### config.mk
export PLATFORM = sky130hd
export DESIGN_NAME = alu_iterative
export DESIGN_NICKNAME = d
export VERILOG_FILES = /design/src/rtl/alu_iterative.sv
export SDC_FILE = /design/constraint.sdc
export NUM_CORES = 1
export LEC_CHECK = 0
export BUFFER_PORTS_ARGS = -buffer_cell sky130_fd_sc_hd__clkbuf_2
export CAP_MARGIN = 10
export CORE_ASPECT_RATIO = 1.75
export CORE_MARGIN = 4
export CORE_UTILIZATION = 50
export CTS_CLUSTER_DIAMETER = 80
export DETAILED_ROUTE_END_ITERATION = 10
export PLACE_DENSITY = 0.69
export SLEW_MARGIN = 25
export SYNTH_ARGS = -nofsm -noshare
export SYNTH_HDL_FRONTEND = slang
export SYNTH_SLANG_ARGS = --single-unit
export TNS_END_PERCENT = 50
### constraint.sdc
create_clock -name clk -period 5.5 [get_ports clk]
set_clock_uncertainty 0.15 [all_clocks]
set_input_delay 0.275 -clock clk [delete_from_list [all_inputs] [get_ports clk]]
set_output_delay 0.275 -clock clk [all_outputs]
set_load 0.05 [all_outputs]
### src/rtl/alu_iterative.sv
// EX-stage ALU with valid/ready handshakes on both sides; shifts iterate one bit per cycle
// unless ALU_BARREL_SHIFT_EN is defined, in which case every op completes in one cycle.
module alu_iterative #(
  parameter int WIDTH   = 32,
  parameter int SHAMT_W = 5
) (
  input  logic               clk,
  input  logic               reset,
  input  logic               in_valid,
  output logic               in_ready,
  input  logic [3:0]         alu_control,
  input  logic [WIDTH-1:0]   src_a,
  input  logic [WIDTH-1:0]   src_b,
  output logic               out_valid,
  input  logic               out_ready,
  output logic [WIDTH-1:0]   result,
  output logic               zero,
  output logic               illegal
);

`ifdef ALU_BARREL_SHIFT_EN
  typedef enum logic [1:0] {IDLE, DONE} state_t;
`else
  typedef enum logic [1:0] {IDLE, SHIFT, DONE} state_t;
`endif

  localparam logic [3:0] OP_ADD  = 4'b0000;
  localparam logic [3:0] OP_SUB  = 4'b0001;
  localparam logic [3:0] OP_AND  = 4'b0010;
  localparam logic [3:0] OP_OR   = 4'b0011;
  localparam logic [3:0] OP_XOR  = 4'b0100;
  localparam logic [3:0] OP_SLT  = 4'b0101;
  localparam logic [3:0] OP_SRL  = 4'b0110;
  localparam logic [3:0] OP_SLL  = 4'b0111;
  localparam logic [3:0] OP_SRA  = 4'b1000;
  localparam logic [3:0] OP_SLTU = 4'b1001;

  state_t state;

  // Single-cycle evaluation; MSB of the return value is the illegal flag.
  function automatic logic [WIDTH:0] eval_op(input logic [3:0] op,
                                             input logic [WIDTH-1:0] a,
                                             input logic [WIDTH-1:0] b);
`ifdef ALU_BARREL_SHIFT_EN
    logic [SHAMT_W-1:0] amt;
    logic signed [WIDTH-1:0] sra_val;
    amt     = b[SHAMT_W-1:0];
    sra_val = $signed(a) >>> amt;
`endif
    eval_op = {1'b1, {WIDTH{1'b0}}};
    case (op)
      OP_ADD:  eval_op = {1'b0, a + b};
      OP_SUB:  eval_op = {1'b0, a - b};
      OP_AND:  eval_op = {1'b0, a & b};
      OP_OR:   eval_op = {1'b0, a | b};
      OP_XOR:  eval_op = {1'b0, a ^ b};
      OP_SLT:  eval_op = {1'b0, {(WIDTH-1){1'b0}}, ($signed(a) < $signed(b))};
      OP_SLTU: eval_op = {1'b0, {(WIDTH-1){1'b0}}, (a < b)};
`ifdef ALU_BARREL_SHIFT_EN
      OP_SRL:  eval_op = {1'b0, a >> amt};
      OP_SLL:  eval_op = {1'b0, a << amt};
      OP_SRA:  eval_op = {1'b0, sra_val};
`else
      // Only reached with a zero shift amount; non-zero amounts go through SHIFT.
      OP_SRL, OP_SLL, OP_SRA: eval_op = {1'b0, a};
`endif
      default: eval_op = {1'b1, {WIDTH{1'b0}}};
    endcase
  endfunction

  logic [WIDTH:0] eval_out;
  assign eval_out = eval_op(alu_control, src_a, src_b);

`ifndef ALU_BARREL_SHIFT_EN
  logic [3:0]         op_reg;
  logic [SHAMT_W-1:0] count;
  logic [SHAMT_W-1:0] amt_in;
  logic               is_shift;
  logic [WIDTH-1:0]   shifted;

  assign amt_in   = src_b[SHAMT_W-1:0];
  assign is_shift = (alu_control == OP_SRL) || (alu_control == OP_SLL) ||
                    (alu_control == OP_SRA);

  // result doubles as the working register while iterating.
  always_comb begin
    shifted = {result[WIDTH-1], result[WIDTH-1:1]};
    case (op_reg)
      OP_SRL:  shifted = {1'b0, result[WIDTH-1:1]};
      OP_SLL:  shifted = {result[WIDTH-2:0], 1'b0};
      default: shifted = {result[WIDTH-1], result[WIDTH-1:1]};
    endcase
  end
`endif

  always_ff @(posedge clk) begin
    if (reset) begin
      state     <= IDLE;
      result    <= '0;
      zero      <= 1'b0;
      illegal   <= 1'b0;
      out_valid <= 1'b0;
      in_ready  <= 1'b1;
`ifndef ALU_BARREL_SHIFT_EN
      op_reg    <= '0;
      count     <= '0;
`endif
    end else begin
      case (state)
        IDLE: begin
          if (in_valid) begin
            in_ready <= 1'b0;
`ifndef ALU_BARREL_SHIFT_EN
            op_reg   <= alu_control;
            if (is_shift && (amt_in != '0)) begin
              state   <= SHIFT;
              result  <= src_a;
              count   <= amt_in;
              zero    <= 1'b0;
              illegal <= 1'b0;
            end else
`endif
            begin
              state     <= DONE;
              result    <= eval_out[WIDTH-1:0];
              illegal   <= eval_out[WIDTH];
              zero      <= (eval_out[WIDTH-1:0] == '0);
              out_valid <= 1'b1;
            end
          end
        end
`ifndef ALU_BARREL_SHIFT_EN
        SHIFT: begin
          result <= shifted;
          count  <= count - SHAMT_W'(1);
          if (count == SHAMT_W'(1)) begin
            state     <= DONE;
            zero      <= (shifted == '0);
            out_valid <= 1'b1;
          end
        end
`endif
        DONE: begin
          if (out_ready) begin
            state     <= IDLE;
            out_valid <= 1'b0;
            in_ready  <= 1'b1;
          end
        end
        default: state <= IDLE;
      endcase
    end
  end

endmodule

* Yosys cells after proc, flatten, opt, wreduce, memory -nomap -nowiden *
Cells that the tools add are included.

storage, ports and cells
  register bits = 47
  bits of input ports = 72
  output and inout bits = 36
  word-level logic and storage cells = 80

cells by class
  $add $sub $neg = 3
  $lt $le $gt $ge = 2
  equality and inequality tests = 19
  mux-type cells = 26
  bitwise logic cells = 3
  reductions and logical operators = 19

operators with widths
  kind                                                                 count
  33-bit case mux with 8 select lines                                  1
  32-bit case mux with 2 select lines                                  2
  32-bit logical NOT                                                   2
  32-bit < comparator                                                  2
  32-bit 2-to-1 mux                                                    2
  32-bit adder                                                         1
  32-bit AND                                                           1
  32-bit bitwise OR                                                    1
  32-bit subtractor                                                    1
  32-bit XOR                                                           1
  4-bit by 3-bit == test with 1-bit output (second input constant)     6
  3-bit AND reduction                                                  4
  1-bit 2-to-1 mux                                                     10
  5-bit 2-to-1 mux                                                     2
  2-bit != test (second input constant)                                5
  5-bit case mux with 2 select lines                                   1
  4-bit by 2-bit == test with 1-bit output (second input constant)     2
  4-bit == test (second input constant)                                2
  2-bit 2-to-1 mux                                                     4
  2-bit case mux with 3 select lines                                   1
  5-bit by 1-bit == test with 1-bit output (second input constant)     1
  5-bit AND reduction                                                  1
  5-bit nonzero test                                                   1
  5-bit by 1-bit subtractor with 5-bit output (second input constant)  1
  other kinds (13)                                                     17

* Depth between registers and ports, before layout *
  depth after elaboration = 7
  mapped depth = 13
  gate-level depth less buffers = 13

* Least setup slack after synthesis *
Ideal clock, no wire load.

  kind = input to register
  from = in src_a[0]
  to = reg result[0]
  setup time = 0.116 ns
  arrival time = 3.136 ns
  required time = 5.234 ns
  path slack = 2.098 ns
  cell stages on the path = 13
  buffers on the path = 0
  path through = inv_1 > ha_1 > fa_1 > or2_2 > a2111o_1 > a211oi_2 > o211ai_1 > a31oi_1 > o31ai_1 > a41o_1 > o21a_1 > a311o_1 > o211a_1

between the ends
  longest elaborated chain between the ends = 5
  elaborated cells between the ends (all ways) = 11
  classes of those cells = add/sub: 2; order compare: 2; mux: 4; bitwise: 3

RTL lines
  item                                       RTL line  RTL
  start: declaration                         12        input logic [WIDTH-1:0] src_a,
  32-bit subtractor (tied with other cells)  53        OP_SUB: eval_op = {1'b0, a - b};
  33-bit case mux with 8 select lines        51        case (op)
  32-bit 2-to-1 mux *                        115       if (is_shift && (amt_in != '0)) begin
  32-bit 2-to-1 mux *                        111       if (in_valid) begin
  32-bit case mux with 2 select lines *      109       case (state)
  end signal: assignment                     117       result <= src_a;
  end signal: assignment                     125       result <= eval_out[WIDTH-1:0];
  end signal: assignment                     134       result <= shifted;
  end: declaration                           16        output logic [WIDTH-1:0] result,

Every way passes the cells marked *; elsewhere a longest branch is shown, timed or not. The select of a mux whose other input is x is not followed.
A chain may end at the register's enable or synchronous reset.

* Final worst setup path *
  from = in src_a[1]
  to = reg zero

between the ends
  longest elaborated chain between the ends = 6
  elaborated cells between the ends (all ways) = 12
  classes of those cells = add/sub: 2; order compare: 2; mux: 4; bitwise: 3; reduce/logical: 1

RTL lines
  item                                       RTL line  RTL
  32-bit subtractor (tied with other cells)  53
  33-bit case mux with 8 select lines *      51
  32-bit logical NOT *                       127       zero <= (eval_out[WIDTH-1:0] == '0);
  1-bit 2-to-1 mux *                         115
  1-bit 2-to-1 mux *                         111
  1-bit case mux with 2 select lines *       109
  end signal: assignment                     127
  end signal: assignment                     138       zero <= (shifted == '0);
  end: declaration                           17        output logic zero,

Marked as above.

==> results.py <==
metrics = {
    "status": {
        "status": "completed",
    },
    "synthesis": {
        "seq_area_frac_synth": 0.107,
        "synth.distinct_cells": 83,
        "synth_cells": 1248,
        "synth_ff_type": "dfxtp_1",
        "ys_warn_count": 0,
        "synth_edf_count": 0,
        "async_reset_ff_frac": 0,
        "synthesis.area_um2": 8810,
        "syn-num-nets": 1437,
        "synth_seq_cells": 47,
        "avgSynthCellArea_um2": 7.06,
    },
    "placed_design": {
        "portBuffers": 107,
        "gp_congestion": 1.08,
        "pre_cts_slack_ns": 1.25,
        "place_hpwl_um": 27100,
    },
    "clock_network": {
        "clock_path_buffers": 2,
        "cts-root-buf": "clkbuf_16",
        "clk_latency_ns": 0.30,
        "clk_pin_slew_worst_paths_ns": 0.06,
        "cts_tree": "done",
        "h-tree-depth": 2,
        "cts_hold_buf": 0,
        "clkSinkCount": 47,
        "post_cts_resized": 0,
        "cts_buffers": 5,
        "cts_setup_buffers": 0,
    },
    "drt": {
        "antenna_left": 0,
        "route.detailed.drc": 0,
        "via_per_inst": 6.85,
        "drt-pass1-iter-count": 6,
        "avgRoutedWirePerCell_um": 22.5,
        "wl_um": 34500,
        "drt_iter0_drc": 905,
        "vias": 10473,
    },
    "finish": {
        "syn_to_final_growth_pct": 8.69,
        "drive_gt1_frac": 0.126,
        "num_antenna_cells": 0,
        "largest_register_ffs": 32,
        "layout.cells.most_common": "ha_1",
        "final_nets": 1487,
        "fin_util": 0.551,
        "final_cell_mix": "ha_1, inv_1, nor2_1, clkbuf_2, a21oi_1",
    },
    "sta": {
        "min_period_over_period": 0.756,
        "hold_violations": 0,
        "rsz0062_at_grt": "no",
        "max_freq_mhz": 241,
        "whs_ns": 0.0942,
        "setup_viol": 0,
        "worst_slew_margin_rel": 0.345,
        "fin_ws_ns": 1.34,
        "maxSlewViolCount": 0,
        "worst_slew_pin_slew_ns": 0.980,
        "min_period_ns": 4.16,
        "finalSetupTns_ns": 0,
    },
    "power_and_ir_drop": {
        "max-vdd-ir-drop_uv": 192,
        "power_density_nw_per_um2": 180,
        "leakagePower_nw": 4.33,
    },
    "grt": {
        "grt_pass1_wl_um": 53500,
        "grt_usage": 0.339,
        "grt_max_degree": 39,
        "grt_pass1_vias": 10016,
        "globalRouteOverflowTotal": 0,
        "antenna_found_initial": 0,
    },
    "worst_hold_path": {
        "hold_path.class": "input pin to register",
    },
    "critical_path": {
        "cp_num_buf_inv": 2,
        "cp_common_cell": "a211oi_1",
        "start_kind": "input pin",
        "critical_path_required_ns": 5.56,
        "end_kind": "register",
        "crit_chain": "clkbuf_2 > inv_1 > ha_1 > a211oi_1 > o21ai_0 > o2111ai_1 > a21oi_1 > o41ai_1 > nand2b_1 > o32ai_1 > a211oi_1 > nand4_1 > o31ai_1",
        "worstSetupPathType": "input pin to register",
        "max_stage_delay_ns": 0.74,
        "cp_slowest_cell": "o41ai_1",
        "arrival_ns": 4.22,
        "worstPathMaxFanout": 5,
        "cp_top_family": "compound AO/OA/AOI/OAI gates",
    },
    "floorplanning": {
        "coreArea_um2": 17400,
        "die_x_um": 108,
        "rows": 64,
        "die_h_um": 184,
        "io_pins": 108,
        "start_util": 0.507,
        "dieArea_um2": 19900,
    },
    "run": {
        "cap_violations": 0,
    },
}
[cell families after synthesis]
logic type | share of synthesized area
compound gates | 0.386
simple gates | 0.218
buf+inv | 0.0852
fa+ha+maj | 0.168
flops | 0.107
mux | 0.0331
xor+xnor | 0.00298
[synthesized netlist by cell type, types with 10 or more instances]
| cell | number | area share |
|---|---|---|
| o21ai_0 | 82 | 0.047 |
| nand4_1 | 20 | 0.014 |
| nand2_1 | 88 | 0.037 |
| a21oi_1 | 105 | 0.060 |
| a21o_1 | 17 | 0.014 |
| nand3_1 | 25 | 0.014 |
| a31oi_1 | 20 | 0.014 |
| mux2i_1 | 28 | 0.032 |
| a221oi_1 | 32 | 0.032 |
| dfxtp_1 | 47 | 0.11 |
| nor2_1 | 108 | 0.046 |
| nor4_1 | 26 | 0.018 |
| nand2b_1 | 12 | 0.0085 |
| a22oi_1 | 13 | 0.011 |
| o211ai_1 | 20 | 0.017 |
| nor3_1 | 29 | 0.016 |
| ha_1 | 115 | 0.16 |
| a211oi_1 | 20 | 0.017 |
| o21a_1 | 17 | 0.014 |
| o31ai_1 | 22 | 0.019 |
| nor2b_1 | 16 | 0.011 |
| a211o_1 | 10 | 0.0099 |
| clkbuf_1 | 46 | 0.020 |
| buf_2 | 21 | 0.012 |
| a2111oi_0 | 13 | 0.013 |
| inv_1 | 108 | 0.046 |
[power by group]
group,switching (mW),internal (mW)
Combinational,0.676,0.314
Clock,0.135,0.178
Sequential,0.0492,0.377
[cell type report]
class | instances | area [µm²]
inverters | 108 | 405
clock buffers | 6 | 139
fillers | 1822 | 7800
flip-flops and latches | 47 | 941
well taps | 231 | 289
multi-input cells | 1014 | 7150
repair buffers | 122 | 648
clock inverters | 1 | 5.00
[metal layers]
metal,share of wire,GRT usage,vias up
li1,-,-,4814
met1,0.36,0.377,4917
met3,0.074,0.0334,163
met4,0.074,0.229,0
met2,0.49,0.598,579
met5,0,0,-
[worst min-delay path, stage by stage]
cell      delay (ns)
clkbuf_2        0.11
nand2_1         0.06
a21oi_1         0.05
[per-stage QoR]
| stage | total power [mW] | instance area (µm²) | std cells |
|---|---|---|---|
| floorplan | 1.10 | 8810 | 1248 |
| global placement | 1.39 | 9440 | 1522 |
| detailed placement | 1.39 | 9440 | 1522 |
| CTS | 1.71 | 9580 | 1529 |
| global route | 1.82 | 9580 | 1529 |
| finish | 1.73 | 9580 | 1529 |
[path summary, 6_finish.rpt]
check | start | endpoint | slack [ns] | cells after the start
worst min register to register | op_reg[2] | op_reg[2] | 0.31 | 2
worst min-delay path | src_b[3] | count[3] | 0.09 | 3
worst max-delay path | src_a[1] | zero | 1.34 | 13
worst max register to register | count[2] | zero | 2.23 | 10
No activity file was read; power rests on OpenSTA's default activity.
